### src/rtl/csa8_unadd_pkg.sv
// Shared types and default sizing for the csa8_unadd operand-recovery block.
package csa8_unadd_pkg;

    typedef enum logic [1:0] {
        IDLE = 2'd0,
        RUN  = 2'd1,
        DONE = 2'd2
    } state_t;

    localparam int WIDTH_DEF = 8;
    localparam int DIGIT_DEF = 2;
    localparam int NSTEPS    = WIDTH_DEF / DIGIT_DEF;
    localparam int CNT_W     = $clog2(NSTEPS + 1);

endpackage

### src/rtl/csa8_unadd_sub_digit.sv
// DIGIT-bit ripple-borrow subtractor: d = x - y - bin, bout = borrow out of the digit.
module sub_digit
    import csa8_unadd_pkg::*;
#(
    parameter int DIGIT = DIGIT_DEF
) (
    input  logic [DIGIT-1:0] x,
    input  logic [DIGIT-1:0] y,
    input  logic             bin,
    output logic [DIGIT-1:0] d,
    output logic             bout
);

    logic br;

    // Borrow ripples from bit 0 upward, one full-subtractor cell per bit
    always_comb begin
        br = bin;
        d  = '0;
        for (int i = 0; i < DIGIT; i++) begin
            d[i] = x[i] ^ y[i] ^ br;
            br   = (~x[i] & (y[i] | br)) | (y[i] & br);
        end
        bout = br;
    end

endmodule

### src/rtl/csa8_unadd.sv
// Digit-serial inverse of the carry-select adder: recovers b = {cout,sum} - a - cin
// and flags results that no WIDTH-bit b could have produced.
module csa8_unadd
    import csa8_unadd_pkg::*;
#(
    parameter int WIDTH = WIDTH_DEF,
    parameter int DIGIT = DIGIT_DEF
) (
    input  logic             clk,
    input  logic             rst,
    input  logic             in_valid,
    output logic             in_ready,
    input  logic [WIDTH-1:0] sum,
    input  logic             cout,
    input  logic [WIDTH-1:0] a,
    input  logic             cin,
    output logic             out_valid,
    input  logic             out_ready,
    output logic [WIDTH-1:0] b,
    output logic             err
);

    localparam int            STEPS = WIDTH / DIGIT;
    localparam int            CW    = $clog2(STEPS + 1);
    localparam logic [CW-1:0] LAST  = CW'(STEPS - 1);

    state_t           state, state_nxt;
    logic [WIDTH-1:0] sum_r;
    logic [WIDTH-1:0] a_r;
    logic             cout_r;
    logic             borrow_r;
    logic [CW-1:0]    cnt;
    logic [WIDTH-1:0] b_r;
    logic             err_r;
    logic [DIGIT-1:0] dig;
    logic             dig_bout;

    sub_digit #(
        .DIGIT (DIGIT)
    ) u_sub (
        .x    (sum_r[DIGIT-1:0]),
        .y    (a_r[DIGIT-1:0]),
        .bin  (borrow_r),
        .d    (dig),
        .bout (dig_bout)
    );

    // State register; reset aborts any request in flight
    always_ff @(posedge clk or posedge rst) begin
        if (rst) state <= IDLE;
        else     state <= state_nxt;
    end

    // Next-state: accept in IDLE, step through all digits, hold result until consumed
    always_comb begin
        state_nxt = state;
        case (state)
            IDLE:    if (in_valid)     state_nxt = RUN;
            RUN:     if (cnt == LAST)  state_nxt = DONE;
            DONE:    if (out_ready)    state_nxt = IDLE;
            default:                   state_nxt = IDLE;
        endcase
    end

    assign in_ready  = (state == IDLE);
    assign out_valid = (state == DONE);
    assign b         = b_r;
    assign err       = err_r;

    // Datapath: capture operands on accept, then one digit per RUN cycle, LSB first
    always_ff @(posedge clk or posedge rst) begin
        if (rst) begin
            sum_r    <= '0;
            a_r      <= '0;
            cout_r   <= 1'b0;
            borrow_r <= 1'b0;
            cnt      <= '0;
            b_r      <= '0;
            err_r    <= 1'b0;
        end else if (state == IDLE && in_valid) begin
            sum_r    <= sum;
            a_r      <= a;
            cout_r   <= cout;
            borrow_r <= cin;
            cnt      <= '0;
        end else if (state == RUN) begin
            // Difference digits enter at the top so the LSB digit lands at bit 0 last
            b_r      <= {dig, b_r[WIDTH-1:DIGIT]};
            sum_r    <= sum_r >> DIGIT;
            a_r      <= a_r >> DIGIT;
            borrow_r <= dig_bout;
            cnt      <= cnt + CW'(1);
            // A carry-out not cancelled by a final borrow (or vice versa) means no valid b
            if (cnt == LAST) err_r <= cout_r ^ dig_bout;
        end
    end

endmodule

### config.mk
export PLATFORM = sky130hd
export DESIGN_NAME = csa8_unadd
export DESIGN_NICKNAME = d
export VERILOG_FILES = /design/src/rtl/csa8_unadd_pkg.sv /design/src/rtl/csa8_unadd_sub_digit.sv /design/src/rtl/csa8_unadd.sv
export SDC_FILE = /design/constraint.sdc
export NUM_CORES = 1
export LEC_CHECK = 0
export ABC_AREA = 1
export ABC_CLOCK_PERIOD_IN_PS = 2850
export CELL_PAD_IN_SITES_DETAIL_PLACEMENT = 1
export CELL_PAD_IN_SITES_GLOBAL_PLACEMENT = 1
export CORE_ASPECT_RATIO = 1.25
export CORE_MARGIN = 8
export CORE_UTILIZATION = 41
export CTS_BUF_LIST = sky130_fd_sc_hd__clkbuf_8
export CTS_CLUSTER_SIZE = 30
export DETAILED_ROUTE_END_ITERATION = 12
export PLACE_DENSITY = 0.9
export SLEW_MARGIN = 20
export SYNTH_ARGS = -nofsm -noshare
export SYNTH_HDL_FRONTEND = slang
export SYNTH_HIERARCHICAL = 1
export SYNTH_SLANG_ARGS = --single-unit
### constraint.sdc
create_clock -name clk -period 2.85 [get_ports clk]
set_clock_uncertainty 0.05 [all_clocks]
set_input_delay 0.57 -clock clk [delete_from_list [all_inputs] [get_ports clk]]
set_output_delay 0.57 -clock clk [all_outputs]
set_load 0.02 [all_outputs]
Word-level counts from Yosys, hierarchy flattened
Cells that the tools add are included.
- register bits: 32
- bits of input ports: 22
- output and inout port bits: 11
- word-level logic and storage cells: 49
- add/subtract/negate cells: 1
- equal/unequal tests: 6
- muxes and demuxes: 12
- bitwise operators: 16
- reductions and logical operators: 6
- operator list (kind ; number):
    $mux W8 ; 4
    $mux W2 ; 3
    $mux W3 ; 2
    $pmux W2 S3 ; 1
    $reduce_and A3 Y1 ; 2
    $xor A1 B1 Y1 ; 5
    $and A1 B1 Y1 ; 4
    $ne A2 B1 Y1 const B ; 2
    $or A1 B1 Y1 ; 4
    $add A3 B1 Y3 const B ; 1
    $eq A3 B2 Y1 const B ; 1
    $not A1 Y1 ; 3
    $eq A2 B1 Y1 const B ; 1
    $eq A2 B2 Y1 const B ; 1
    $logic_not A2 Y1 ; 1
    $mux W1 ; 2
    $ne A2 B2 Y1 const B ; 1
    $reduce_and A2 Y1 ; 1
    $reduce_bool A2 Y1 ; 1
    $logic_and A1 B1 Y1 ; 1

Logic depth before layout (Yosys ltp)
- depth in word-level cells: 8
- depth in mapped cells: 9
- gate-level depth less buffers: 9

Hierarchy
Netlist, hierarchy kept.
- modules (own cells, without submodules) (module ; instances ; cells each ; area an instance (um^2) ; seq. area each (um^2)):
    csa8_unadd ; 1 ; 163 ; 1405.1 ; 800.8
    sub_digit ; 1 ; 6 ; 55.1 ; 0.0

Least setup slack after synthesis
OpenSTA, ideal clock, no wires.
- path kind: reg2reg
- start: register a_r[0]
- end: register err_r (netlist: err)
- library setup time: 0.117 ns
- data arrival time: 1.447 ns
- required time: 2.683 ns
- setup slack: 1.236 ns
- stages on the path, launching flop included: 10
- buffers on the path: 0
- period minus slack after synthesis: 1.614 ns
- cells stage by stage: dfrtp_1 > inv_1 > fa_1 > fa_1 > inv_1 > inv_1 > nand2_1 > nand2_1 > nand2_1 > nand2_1
- cells in the longest elaborated chain, start to end: 7
- elaborated cells between the ends (all ways): 9
- those cells by class: 9 x bitwise
- RTL lines (element ; line ; RTL):
    start, declared ; csa8_unadd.sv:29 ; logic [WIDTH-1:0] a_r;
    start signal, assigned ; csa8_unadd.sv:90 ; a_r <= a_r >> DIGIT;
    $or A1 B1 Y1 ; csa8_unadd_sub_digit.sv:22 ; br = (~x[i] & (y[i] | br)) | (y[i] & br);
    $and A1 B1 Y1 ; csa8_unadd_sub_digit.sv:22 ;
    $or A1 B1 Y1 * ; csa8_unadd_sub_digit.sv:22 ;
    $or A1 B1 Y1 ; csa8_unadd_sub_digit.sv:22 ;
    $and A1 B1 Y1 ; csa8_unadd_sub_digit.sv:22 ;
    $or A1 B1 Y1 * ; csa8_unadd_sub_digit.sv:22 ;
    via dig_bout ; csa8_unadd.sv:36 ; logic dig_bout;
    $xor A1 B1 Y1 * ; csa8_unadd.sv:94 ; if (cnt == LAST) err_r <= cout_r ^ dig_bout;
    end signal, assigned ; csa8_unadd.sv:94 ;
    end, declared ; csa8_unadd.sv:34 ; logic err_r;
Mark *: on every way through the listed nets, which the timed path passes. The rest lies on a longest branch.
A chain may end at the register's enable or synchronous reset.

Final worst setup path
- start: register state[0]
- end: output port in_ready
- cells in the longest elaborated chain, start to end: 1
- RTL lines (element ; line ; RTL):
    start, declared ; csa8_unadd.sv:27 ; state_t state, state_nxt;
    start signal, assigned ; csa8_unadd.sv:51 ; else state <= state_nxt;
    $logic_not A2 Y1 ; csa8_unadd.sv:65 ; assign in_ready = (state == IDLE);
    end, declared ; csa8_unadd.sv:12 ; output logic in_ready,
Every way passes these cells.

==> flow_metrics.env <==
export IMPL_status="completed"
export IMPL_yosys_warnings=6
export IMPL_start_util=0.423
export IMPL_synth_top_area_frac=0.548
export IMPL_finalPower_w=0.00205
export IMPL_die_w_microns=69.4
export IMPL_p_leak_nw=0.936
export IMPL_clockPowerShare=0.172
export IMPL_antenna_found_initial=0
export IMPL_power_frac_seq=0.384
export IMPL_hold_path_end="err$_DFFE_PP0P_"
export IMPL_netlist_area_sq_um=1460
export IMPL_synthTopCellsByCount="nand2_1, dfrtp_1, nand3_1, inv_1, buf_2"
export IMPL_p_comb_frac=0.444
export IMPL_synth_seq_cells=32
export IMPL_netSwitchingPower_w=0.000854
export IMPL_grt_max_degree=33
export IMPL_avgSynthCellArea_sq_um=8.64
export IMPL_min_delay_path_depth=2
export IMPL_final_util=0.544
export IMPL_rsz0062_at_grt="no"
export IMPL_io_buffers=32
export IMPL_dieArea_sq_um=5740
export IMPL_antenna_cells=0
export IMPL_cts_resized=0
export IMPL_post_drt_wl_per_cell_microns=14.7
export IMPL_vias=1218
export IMPL_netlist_cell_type_count=17
export IMPL_syn_nets=195
export IMPL_intPower_w=0.00120
export IMPL_clock_sinks=32
export IMPL_drc=0
export IMPL_synth_area_leader_cell="dfrtp_1"
export IMPL_hpwl_microns=2660
export IMPL_wirelength_microns=3560
export IMPL_drt_initial_drc_count=37
export IMPL_slew_viol_final=0
export IMPL_end_kind="output pin"
export IMPL_boundaryPins=33
export IMPL_nNetsFinal=228
export IMPL_grt_usage=0.138
export IMPL_cap_violations=0
export IMPL_slew_headroom=0.472
export IMPL_first_global_vias=1393
export IMPL_async_flop_share=1.00
export IMPL_hold_violations=0
export IMPL_sw_frac_of_total=0.416
export IMPL_die_h_microns=82.7
export IMPL_root_buffer="clkbuf_8"
export IMPL_layout_min_cycle_time_ns=2.28
export IMPL_cts_buffer_depth=2
export IMPL_setup_tns_final_ns=0
export IMPL_insertion_delay_ns=0.28
export IMPL_tightest_slew_ns=0.791
export IMPL_cts_clk_slew_worst_paths_ns=0.06
export IMPL_seq_area_frac_synth=0.548
export IMPL_grt_pass1_wl_microns=6240
export IMPL_r2r_cells=9
export IMPL_core_sq_um=3450
export IMPL_area_delta_synth_final_pct=28.7
export IMPL_ys_flop_type="dfrtp_1"
export IMPL_regToRegStartpoint="a_r[0]$_DFFE_PP0P_"
export IMPL_grt_overflow_total=0
export IMPL_cts_inserted_buffers=5
export IMPL_synth_most_common_cell="nand2_1"
export IMPL_via_per_inst=5.03
export IMPL_worstPathArrival_ns=1.66
export IMPL_cts_tree="yes"
export IMPL_r2r_end="err$_DFFE_PP0P_"
export IMPL_worstHoldPathType="reg2reg"
export IMPL_gp_congestion=0.701
export IMPL_syn_instance_count=169
export IMPL_cts_htree_levels=2
export IMPL_critPathMaxFanout=6
export IMPL_p_per_area_nw_per_um2=1090
export IMPL_reg2reg_slack_ns=1.09
export IMPL_period_share=0.800
export IMPL_holdBufCountCts=0
export IMPL_drive_above_1_share=0.0640
export IMPL_start_kind="register"
export IMPL_fmax_mhz=439
export IMPL_row_count=24
export IMPL_cts_setup_buffers=0
export IMPL_synthTopCellsByArea="dfrtp_1, nand2_1, nand3_1, inv_1, fa_1"
export IMPL_dr_pass1_iters=3
export IMPL_synth_edff_count=0
export IMPL_ir_drop_mv=0.660
export IMPL_min_delay_start="err$_DFFE_PP0P_"
export IMPL_setup_viol=0
export IMPL_critPathKind="reg2out"
export IMPL_ant_nets=0
export IMPL_cp_required_ns=2.23
==> state kept, by name, indices dropped and copies added, names as in the netlist <==
signal    cells
b             8
sum_r         8
err           1
state         2
a_r           8
cout_r        1
borrow_r      1
cnt           3
==> power groups by stage <==
stage               sequential [W]  clock [W]  combinational [W]
floorplan                 0.000834          0           0.000592
global placement          0.000780          0           0.000865
detailed placement        0.000796          0           0.000930
CTS                       0.000790   0.000360           0.000932
global route              0.000812   0.000387            0.00103
finish                    0.000788   0.000354           0.000912
==> critical path: stages, from the launching register on <==
cell and delay, ns:
dfrtp_1 0.46, nor2_1 0.26, clkdlybuf4s50_1 0.66
==> per-stage QoR <==
step | hold slack (ns) | cells | setup WS (ns) | area [sq um]
after floorplan | 0.392 | 169 | 1.24 | 1460
after global placement | 0.404 | 234 | 0.735 | 1790
after detailed placement | 0.408 | 234 | 0.633 | 1790
after CTS | 0.423 | 242 | 0.555 | 1880
after global routing | 0.458 | 242 | 0.518 | 1880
final | 0.419 | 242 | 0.570 | 1880
==> final cells by class <==
cell class / instances / area, sq um
repair buffers: 35 / 343
well taps: 39 / 48.8
clock inverters: 2 / 7.51
fillers: 415 / 1570
flip-flops and latches: 32 / 801
clock buffers: 6 / 82.6
inverters: 12 / 45.0
multi-input cells: 116 / 552
==> cells in the final DEF, fill, tap and decap left out, drive strengths merged <==
cell	instances
buf	3
clkbuf	6
clkdlybuf4s50	32
dfrtp	32
fa	2
ha	2
inv	14
nand2	70
nand3	31
nor2	4
o21ai	6
o31ai	1
==> layer usage <==
metal  share of wire  track usage  wire, microns  vias to the layer above
li1                -            -              -                      592
met1            0.41        0.134           1470                      593
met2            0.52        0.253           1850                       29
met3           0.052       0.0562            187                        4
met4           0.016       0.0657             57                        0
met5               0            0              0                        -
==> how the worst max path moves through the flow <==
stage	from	endpoint	depth (start not counted)
6_report	state[0]$_DFFE_PP0P_	in_ready	2
3_5_place_dp	in_valid	cnt[2]$_DFFE_PP0P_	5
2_1_floorplan	a_r[0]$_DFFE_PP0P_	err$_DFFE_PP0P_	9
3_3_place_gp	in_valid	sum_r[2]$_DFFE_PP0P_	5
4_1_cts	state[0]$_DFFE_PP0P_	in_ready	2
5_1_grt	state[0]$_DFFE_PP0P_	in_ready	2
==> logic make-up (layout without fill, tap and decap cells) <==
family / count (synthesis) / after routing / share of synthesized area
flip-flops: 32 / 32 / 0.548
buffers and inverters: 21 / 55 / 0.0737
adder cells (fa/ha/maj): 4 / 4 / 0.0446
AO/OA/AOI/OAI: 7 / 7 / 0.0283
AND/OR/NAND/NOR: 105 / 105 / 0.305
(Power assumes the default switching activity.)
